## src/rtl/microwave_time_entry_countdown_if.sv

```systemverilog
// Keypad/control inputs and time/status outputs of the microwave time-entry countdown.
// The master drives the keypad and control levels, and the slave (the countdown) drives the display and status.
interface microwave_time_entry_countdown_if;
   // key_valid is a level held for as long as a key is down; digit is
   // meaningful while key_valid is high. There is no ready: the consumer
   // accepts one press on the rising edge of key_valid and never stalls.
   logic [3:0] digit;
   logic       key_valid;
   logic       start;
   logic       stop_clear;
   logic       door_closed;
   logic [3:0] min_tens;
   logic [3:0] min_ones;
   logic [3:0] sec_tens;
   logic [3:0] sec_ones;
   logic       magnetron_on;
   logic       done;
   logic [2:0] state_out;

   modport master (
      output digit, key_valid, start, stop_clear, door_closed,
      input  min_tens, min_ones, sec_tens, sec_ones, magnetron_on, done, state_out
   );

   modport slave (
      input  digit, key_valid, start, stop_clear, door_closed,
      output min_tens, min_ones, sec_tens, sec_ones, magnetron_on, done, state_out
   );
endinterface

```

## src/rtl/microwave_time_entry_countdown.sv

```systemverilog
// MM:SS BCD time entry from keypad digits, then a once-per-second countdown
// that drives magnetron enable and done.
module microwave_time_entry_countdown #(
   parameter int CLK_PER_SEC = 1000
) (
   input logic clk,
   input logic rst,
   microwave_time_entry_countdown_if.slave bus
);

   typedef enum logic [2:0] {
      IDLE  = 3'd0,
      SET   = 3'd1,
      RUN   = 3'd2,
      PAUSE = 3'd3,
      DONE  = 3'd4
   } state_t;

   localparam int DW = (CLK_PER_SEC > 2) ? $clog2(CLK_PER_SEC) : 1;
   localparam logic [DW-1:0] DIV_LAST = DW'(CLK_PER_SEC - 1);

   state_t        state;
   logic [DW-1:0] div;
   logic          key_valid_q;
   logic [3:0]    mt, mo, st, so;
   logic          magnetron_on_r, done_r;

   logic       key_accept;
   logic       time_zero, time_one, tick;
   logic [3:0] dec_mt, dec_mo, dec_st, dec_so;

   // Rising edge of key_valid only, so a held key shifts in one digit.
   assign key_accept = bus.key_valid & ~key_valid_q & (bus.digit <= 4'd9);
   assign time_zero  = (mt == 4'd0) && (mo == 4'd0) && (st == 4'd0) && (so == 4'd0);
   assign time_one   = (mt == 4'd0) && (mo == 4'd0) && (st == 4'd0) && (so == 4'd1);
   assign tick       = (state == RUN) && (div == DIV_LAST);

   // Seconds tens may hold 6..9 from entry, so only a borrow reloads it to 5.
   always_comb begin
      dec_mt = mt;
      dec_mo = mo;
      dec_st = st;
      dec_so = so;
      if (so != 4'd0) begin
         dec_so = so - 4'd1;
      end else begin
         dec_so = 4'd9;
         if (st != 4'd0) begin
            dec_st = st - 4'd1;
         end else begin
            dec_st = 4'd5;
            if (mo != 4'd0) begin
               dec_mo = mo - 4'd1;
            end else begin
               dec_mo = 4'd9;
               dec_mt = mt - 4'd1;
            end
         end
      end
   end

   always_ff @(posedge clk) begin
      if (rst) begin
         state          <= IDLE;
         div            <= '0;
         key_valid_q    <= 1'b0;
         mt             <= 4'd0;
         mo             <= 4'd0;
         st             <= 4'd0;
         so             <= 4'd0;
         magnetron_on_r <= 1'b0;
         done_r         <= 1'b0;
      end else begin
         key_valid_q <= bus.key_valid;
         div         <= '0;
         case (state)
            IDLE: begin
               if (bus.stop_clear) begin
                  mt <= 4'd0;
                  mo <= 4'd0;
                  st <= 4'd0;
                  so <= 4'd0;
               end else if (bus.start) begin
                  state <= IDLE;
               end else if (key_accept) begin
                  mt    <= mo;
                  mo    <= st;
                  st    <= so;
                  so    <= bus.digit;
                  state <= SET;
               end
            end

            SET: begin
               if (bus.stop_clear) begin
                  mt    <= 4'd0;
                  mo    <= 4'd0;
                  st    <= 4'd0;
                  so    <= 4'd0;
                  state <= IDLE;
               end else if (bus.start) begin
                  if (bus.door_closed && !time_zero) begin
                     state          <= RUN;
                     magnetron_on_r <= 1'b1;
                  end
               end else if (key_accept) begin
                  mt <= mo;
                  mo <= st;
                  st <= so;
                  so <= bus.digit;
               end
            end

            RUN: begin
               // An open door beats a coincident tick: no decrement on the way out.
               if (!bus.door_closed || bus.stop_clear) begin
                  state          <= PAUSE;
                  magnetron_on_r <= 1'b0;
               end else if (tick) begin
                  mt <= dec_mt;
                  mo <= dec_mo;
                  st <= dec_st;
                  so <= dec_so;
                  if (time_one) begin
                     state          <= DONE;
                     magnetron_on_r <= 1'b0;
                     done_r         <= 1'b1;
                  end
               end else begin
                  div <= div + DW'(1);
               end
            end

            PAUSE: begin
               if (bus.stop_clear) begin
                  mt    <= 4'd0;
                  mo    <= 4'd0;
                  st    <= 4'd0;
                  so    <= 4'd0;
                  state <= IDLE;
               end else if (bus.start && bus.door_closed) begin
                  state          <= RUN;
                  magnetron_on_r <= 1'b1;
               end
            end

            DONE: begin
               mt <= 4'd0;
               mo <= 4'd0;
               st <= 4'd0;
               so <= 4'd0;
               if (bus.stop_clear || bus.start || key_accept) begin
                  state  <= IDLE;
                  done_r <= 1'b0;
               end
            end

            default: begin
               state          <= IDLE;
               magnetron_on_r <= 1'b0;
               done_r         <= 1'b0;
            end
         endcase
      end
   end

   assign bus.min_tens     = mt;
   assign bus.min_ones     = mo;
   assign bus.sec_tens     = st;
   assign bus.sec_ones     = so;
   assign bus.magnetron_on = magnetron_on_r;
   assign bus.done         = done_r;
   assign bus.state_out    = state;

endmodule

```

## src/flat_wrapper.sv

```systemverilog
// flat-port wrapper written by rule: the top's interface ports become plain ports
module microwave_time_entry_countdown_flat 
#(
   parameter int CLK_PER_SEC = 1000
)
  (clk, rst, bus_digit, bus_key_valid, bus_start, bus_stop_clear, bus_door_closed, bus_min_tens, bus_min_ones, bus_sec_tens, bus_sec_ones, bus_magnetron_on, bus_done, bus_state_out);
  microwave_time_entry_countdown_if bus_i ();
  input logic clk;
  input logic rst;
  input wire logic [$bits(bus_i.digit)-1:0] bus_digit;
  input wire logic [$bits(bus_i.key_valid)-1:0] bus_key_valid;
  input wire logic [$bits(bus_i.start)-1:0] bus_start;
  input wire logic [$bits(bus_i.stop_clear)-1:0] bus_stop_clear;
  input wire logic [$bits(bus_i.door_closed)-1:0] bus_door_closed;
  output wire logic [$bits(bus_i.min_tens)-1:0] bus_min_tens;
  output wire logic [$bits(bus_i.min_ones)-1:0] bus_min_ones;
  output wire logic [$bits(bus_i.sec_tens)-1:0] bus_sec_tens;
  output wire logic [$bits(bus_i.sec_ones)-1:0] bus_sec_ones;
  output wire logic [$bits(bus_i.magnetron_on)-1:0] bus_magnetron_on;
  output wire logic [$bits(bus_i.done)-1:0] bus_done;
  output wire logic [$bits(bus_i.state_out)-1:0] bus_state_out;
  assign bus_i.digit = bus_digit;
  assign bus_i.key_valid = bus_key_valid;
  assign bus_i.start = bus_start;
  assign bus_i.stop_clear = bus_stop_clear;
  assign bus_i.door_closed = bus_door_closed;
  assign bus_min_tens = bus_i.min_tens;
  assign bus_min_ones = bus_i.min_ones;
  assign bus_sec_tens = bus_i.sec_tens;
  assign bus_sec_ones = bus_i.sec_ones;
  assign bus_magnetron_on = bus_i.magnetron_on;
  assign bus_done = bus_i.done;
  assign bus_state_out = bus_i.state_out;
  microwave_time_entry_countdown #(.CLK_PER_SEC(CLK_PER_SEC)) u_core (.clk(clk), .rst(rst), .bus(bus_i));
endmodule
```

## config.mk

```make
export PLATFORM = sky130hd
export DESIGN_NAME = microwave_time_entry_countdown_flat
export DESIGN_NICKNAME = d
export VERILOG_FILES = /design/src/rtl/microwave_time_entry_countdown_if.sv /design/src/rtl/microwave_time_entry_countdown.sv /design/src/flat_wrapper.sv
export SDC_FILE = /design/constraint.sdc
export NUM_CORES = 1
export LEC_CHECK = 0
export ABC_CLOCK_PERIOD_IN_PS = 4820
export CORE_ASPECT_RATIO = 0.75
export CORE_MARGIN = 2
export CORE_UTILIZATION = 30
export CTS_CLUSTER_SIZE = 12
export DETAILED_ROUTE_END_ITERATION = 12
export PLACE_DENSITY = 0.62
export SLEW_MARGIN = 20
export SYNTH_ARGS = -nofsm -noshare
export SYNTH_HDL_FRONTEND = slang
export SYNTH_SLANG_ARGS = --single-unit
```

## constraint.sdc

```tcl
create_clock -name clk -period 4.82 [get_ports clk]
set_input_delay 1.205 -clock clk [delete_from_list [all_inputs] [get_ports clk]]
set_output_delay 1.205 -clock clk [all_outputs]
set_load 0.02 [all_outputs]
```

==> results of run 1 <==
worst reg2reg max path, delay by kind of cell (launching register included):
kind / cells / cell delay [ns]
AO/OA/AOI/OAI: 4 / 1.40
flip-flops: 1 / 0.58
AND/OR/NAND/NOR: 1 / 0.46
cell usage after synthesis (all sizes together), types with 7 or more instances:
cell type  instances
dfxtp             32
a211oi            10
nand2             10
a21oi             26
nor2              23
xnor2              7
ha                 8
inv               16
nor3              11
o21ai              8
state kept, by name, summed over array words and instances (netlist names):
name / cells
u_core.bus.done: 1
u_core.bus.sec_ones: 4
u_core.div: 10
u_core.bus.min_tens: 4
u_core.bus.magnetron_on: 1
u_core.key_valid_q: 1
u_core.bus.state_out: 3
u_core.bus.sec_tens: 4
u_core.bus.min_ones: 4
power by group:
part           switching, uW  internal, uW  leakage (uW)
sequential              78.0           310      0.000261
combinational            331           275      0.000520
clock                    103           153     0.0000552
total                    512           739      0.000836
final timing paths:
kind / startpoint / to / slack (ns) / cells after the start
hold / removal: u_core.div[0]$_SDFF_PP0_ / u_core.div[0]$_SDFF_PP0_ / 0.44 / 1
setup reg to reg: u_core.bus.state_out[1]$_SDFFE_PP0P_ / u_core.bus.sec_tens[1]$_SDFFE_PP0P_ / 2.30 / 5
hold reg to reg: u_core.div[0]$_SDFF_PP0_ / u_core.div[0]$_SDFF_PP0_ / 0.44 / 1
setup / recovery: bus_stop_clear / u_core.bus.sec_tens[1]$_SDFFE_PP0P_ / 1.59 / 6
cell families (layout without fill, tap and decap cells):
kind of cell / count (synthesis) / in the layout / synth area share (%)
simple gates: 82 / 82 / 23.45
fa+ha+maj: 8 / 8 / 5.099
xor+xnor: 11 / 11 / 4.907
flops: 32 / 32 / 32.63
buf+inv: 28 / 56 / 6.373
mux: 1 / 1 / 0.5099
compound gates: 76 / 76 / 27.02
layout make-up:
cell class,instances,area (sq um)
Timing Repair Buffer,32,315.3
Sequential cell,32,640.6
Clock inverter,2,35.03
Clock buffer,6,72.57
Multi-Input combinational cell,178,1197
Fill cell,667,3896
Tap cell,81,101.3
Inverter,16,60.06
per-layer routing:
| layer | up-vias | share of wire, % | global-route usage [%] | wire length [um] |
|---|---|---|---|---|
| met5 | - | 0 | 0 | 0 |
| met4 | 0 | 0.29 | 6.481 | 14 |
| met3 | 2 | 8.2 | 3.477 | 401 |
| met2 | 66 | 40 | 19.54 | 1945 |
| met1 | 841 | 52 | 20.41 | 2540 |
| li1 | 939 | - | - | - |
through the flow:
stage	total power, uW	worst slack, ns	hold slack [ns]	cell area [sq um]
2_1_floorplan	817.2	2.221	0.4132	1963
3_3_place_gp	991.9	1.435	0.4273	2315
3_5_place_dp	994.7	1.361	0.4325	2315
4_1_cts	1257	1.662	0.4424	2422
5_1_grt	1343	1.367	0.4891	2422
6_report	1251	1.594	0.4405	2422
==> results.yml, run 1 <==
sta:
  min_period_over_period_pct: 66.92
  rsz0062_at_grt: "false"
  setup_violations: 0
  worst_pin_slew_ns: 0.9956
  clock_skew_ns: 0.01235
  fmaxAchievable_ghz: 0.3100
  final_max_slew_viol_count: 0
  relSlewSlack_pct: 33.62
  final-hold-violation-count: 0
  finalSetupTns_ns: 0
  min_period_ns: 3.226
logic_synthesis:
  synth_area_per_cell_sq_um: 8.248
  yosysSeqAreaShare_pct: 32.63
  synthTopCellsByArea: "dfxtp_1 (33%), a21oi_1 (6.6%), ha_1 (5.1%), nor2_1 (4.2%), a211oi_1 (3.4%)"
  synth-main-ff-cell: "dfxtp_1"
  syn_nets: 256
  syn_area_sq_um: 1963
  ys_async_sr_fraction_pct: 0
  yosysTopAreaCell: "dfxtp_1"
  synth.distinct_cells: 47
  ys_seq_elements: 32
  yosys_warnings: 0
  syn_inst: 238
  yosys.area.top_type_share_pct: 32.63
  synth-edff-count: 0
worst_setup_path:
  critPathMaxStageDelay_ns: 0.78
  crit_arrival_ns: 3.42
  end_kind: "flop"
  crit_path_max_fanout: 12
  worstPathRequired_ns: 5.01
  cp_cell_sequence: "clkdlybuf4s50_1 > nor2b_1 > nand4_1 > a22oi_1 > a21oi_1 > a311oi_1"
  cpLargestDelayFamily: "compound AO/OA/AOI/OAI gates"
  critical-path-slowest-cell: "a22oi_1"
  critPathLaunchType: "input port"
  critical_path_class: "in -> reg"
  critical_path_buf_inv_count: 1
cells_and_area:
  drive_gt1_share_pct: 6.391
  layout_commonest_cell: "dfxtp_1"
  finalNonFillerCells: 347
  area_growth_pct: 23.39
  antenna_cells: 0
  fin_util_pct: 38.34
  layout_common_cells: "dfxtp_1 (32), clkdlybuf4s50_1 (30), a21oi_1 (26)"
  nets: 283
global_route:
  antenna_found_initial: 0
  track_usage_pct: 14.05
  grt_overflow: 0
  grt_pass1_wl_um: 8169
  grt_max_degree: 25
  grt_pass1_vias: 1646
die:
  dieHeight_um: 74.06
  die-area_sq_um: 7213
  row_count: 25
  coreArea_sq_um: 6319
  io_pins: 31
  die_w_um: 97.41
  initial_core_util_pct: 31.07
placement:
  port_buffers: 30
  globalplace.congestion: 0.8561
  hpwl_um: 3535
  place.detailed.instances: 339
route:
  wl_per_cell_um: 14.12
  remaining_drc_errors: 0
  antenna_left: 0
  viasPerCell: 5.326
  drt_iter0_drc: 111
  dr_total_vias: 1848
  drtPass1Iterations: 4
  wl_um: 4901
clocking:
  clk_pin_slew_ns: 0.07
  tritoncts: "yes"
  cts_resized: 0
  cts.sinks: 32
  cts_root_buffer: "clkbuf_8"
  cts_buffer_depth: 2
  cts_max_level: 2
  postCtsSetupBuffers: 0
  clk_latency_ns: 0.29
  hold_buffers: 0
  cts_inserted_buffers: 5
power_and_ir_drop:
  p_leak_uw: 0.0008357
  power_density_nw_per_um2: 516.5
  vdd_drop_max_mv: 0.2020
run_status:
  status: "complete, no violations"
job:
  drv_cap: 0
worst_hold_path:
  min_path_type: "reg -> reg"
Power figures use the tool's default switching activity.
==> inputs of run 2 (changes only) <==
--- a/config.mk
+++ b/config.mk
@@ -5,13 +5,13 @@
 export SDC_FILE = /design/constraint.sdc
 export NUM_CORES = 1
 export LEC_CHECK = 0
-export ABC_CLOCK_PERIOD_IN_PS = 4820
+export ABC_CLOCK_PERIOD_IN_PS = 2800
 export CORE_ASPECT_RATIO = 0.75
 export CORE_MARGIN = 2
 export CORE_UTILIZATION = 30
 export CTS_CLUSTER_SIZE = 12
 export DETAILED_ROUTE_END_ITERATION = 12
-export PLACE_DENSITY = 0.62
+export PLACE_DENSITY = 0.63
 export SLEW_MARGIN = 20
 export SYNTH_ARGS = -nofsm -noshare
 export SYNTH_HDL_FRONTEND = slang
==> constraint.sdc (replaced) <==
create_clock -name clk -period 2.8 [get_ports clk]
set_input_delay 0.7 -clock clk [delete_from_list [all_inputs] [get_ports clk]]
set_output_delay 0.7 -clock clk [all_outputs]
set_load 0.02 [all_outputs]
==> run 2 against run 1 <==
Net effect:
- clock power increased by 77%
- combinational power increased by 86%
- clock-buffer cell count is 1 lower
- utilization grew 1.2 points
- largest power group unchanged
- sequential power grew 66%
- power increased by 79%
- sequential cell count did not move
- routed wire length is 3.9% higher
- non-clock buffer count grew 10
- die area unchanged
- critical path type unchanged
- setup slack worse by 1.2 ns
- sequential share of layout area fell by 0.83 points
==> results.yml, run 2 (synthesis results as in run 1) <==
run_status:
  status: "complete, no violations"
sta:
  timing.hold.ws_ns: 0.4373
  setup_violations: 0
  finalSetupTns_ns: 0
  relSlewSlack_pct: 66.06
  final_max_slew_viol_count: 0
  min_period_over_period_pct: 86.09
  min_period_ns: 2.411
  rsz0062_at_grt: "false"
  fmaxAchievable_ghz: 0.4148
  final-hold-violation-count: 0
  clock_skew_ns: 0.005387
  worst_pin_slew_ns: 0.5038
placement:
  place.detailed.instances: 349
  postPlaceCellArea_sq_um: 2390
  port_buffers: 30
  globalplace.congestion: 0.8755
  hpwl_um: 3733
clocking:
  postCtsSetupBuffers: 0
  cts_buffer_depth: 2
  tritoncts: "yes"
  cts_max_level: 2
  clk_pin_slew_ns: 0.08
  cts_root_buffer: "clkbuf_8"
  clk_latency_ns: 0.29
  cts_inserted_buffers: 5
  hold_buffers: 0
  cts_resized: 0
  cts.sinks: 32
cells_and_area:
  antenna_cells: 0
  area_growth_pct: 27.41
  layout_commonest_cell: "dfxtp_1"
  nets: 293
  final_cell_area_sq_um: 2501
  layout_common_cells: "dfxtp_1 (32), clkdlybuf4s50_1 (30), a21oi_1 (26)"
  drive_gt1_share_pct: 10.14
  fin_util_pct: 39.58
  finalNonFillerCells: 357
  regMostFlops: "u_core.div"
  largest_register_ffs: 10
  nFillCells: 648
route:
  wl_um: 5090
  remaining_drc_errors: 0
  viasPerCell: 5.378
  wl_per_cell_um: 14.26
  drt_iter0_drc: 163
  dr_total_vias: 1920
  drtPass1Iterations: 5
  antenna_left: 0
worst_setup_path:
  crit_arrival_ns: 2.58
  critical_path_buf_inv_count: 2
  end_kind: "flop"
  cpLargestDelayFamily: "compound AO/OA/AOI/OAI gates"
  critical_path_class: "in -> reg"
  crit_path_max_fanout: 8
  critPathLaunchType: "input port"
  worstPathRequired_ns: 2.96
  critPathMaxStageDelay_ns: 0.42
  critical-path-slowest-cell: "clkdlybuf4s50_1"
  cp_cell_sequence: "clkdlybuf4s50_1 > o21ai_0 > nand4_1 > a22o_1 > buf_4 > a2111oi_0 > nor3_1"
global_route:
  track_usage_pct: 14.71
  grt_overflow: 0
  antenna_found_initial: 0
  grt_max_degree: 14
  grt_pass1_wl_um: 8611
  grt_pass1_vias: 1753
die:
  initial_core_util_pct: 31.07
  die_w_um: 97.41
  io_pins: 31
  die-area_sq_um: 7213
  row_count: 25
  dieHeight_um: 74.06
  coreArea_sq_um: 6319
power_and_ir_drop:
  power_density_nw_per_um2: 893.2
  p_leak_uw: 0.0008846
  vdd_drop_max_mv: 0.3330
worst_hold_path:
  min_path_type: "reg -> reg"
job:
  drv_cap: 0
[run 2: worst paths after layout]
path,slack [ns],end,cells after the start,start
worst max-delay path,0.39,u_core.bus.sec_tens[0]$_SDFFE_PP0P_,7,bus_digit[1]
worst min-delay path,0.44,u_core.div[0]$_SDFF_PP0_,1,u_core.div[0]$_SDFF_PP0_
worst max register to register,0.46,u_core.bus.state_out[0]$_SDFFE_PP0P_,7,u_core.bus.min_ones[0]$_SDFFE_PP0P_
worst min register to register,0.44,u_core.div[0]$_SDFF_PP0_,1,u_core.div[0]$_SDFF_PP0_
[run 2: layout make-up]
| type | instances | area [sq um] | share of cell area [%] |
|---|---|---|---|
| multi-input cells | 178 | 1197 | 47.87 |
| flip-flops and latches | 32 | 640.6 | 25.61 |
| repair buffers | 42 | 390.4 | 15.61 |
| well taps | 81 | 101.3 | 4.052 |
| clock buffers | 5 | 68.82 | 2.751 |
| inverters | 16 | 60.06 | 2.401 |
| clock inverters | 3 | 42.54 | 1.701 |
[run 2: routing by layer]
layer	vias to the layer above	part of all wire, %	track usage, %
met3	5	7.0	4.323
met4	0	0.79	3.549
met1	885	52	21.44
li1	956	-	-
met2	74	41	21.46
met5	-	0	0
[run 2: stage by stage]
stage / power (uW) / setup WS [ns]
after floorplan: 1407 / 0.7058
after global placement: 1766 / 0.2095
after detailed placement: 1776 / 0.1555
after CTS: 2236 / 0.4498
after global routing: 2398 / 0.1762
final: 2234 / 0.3895
[run 2: power breakdown]
| group | internal (uW) | switching [uW] | leakage [uW] |
|---|---|---|---|
| Combinational | 520 | 613 | 0.000570 |
| Clock | 263 | 191 | 0.0000541 |
| Sequential | 533 | 113 | 0.000261 |
| Total | 1320 | 917 | 0.000885 |
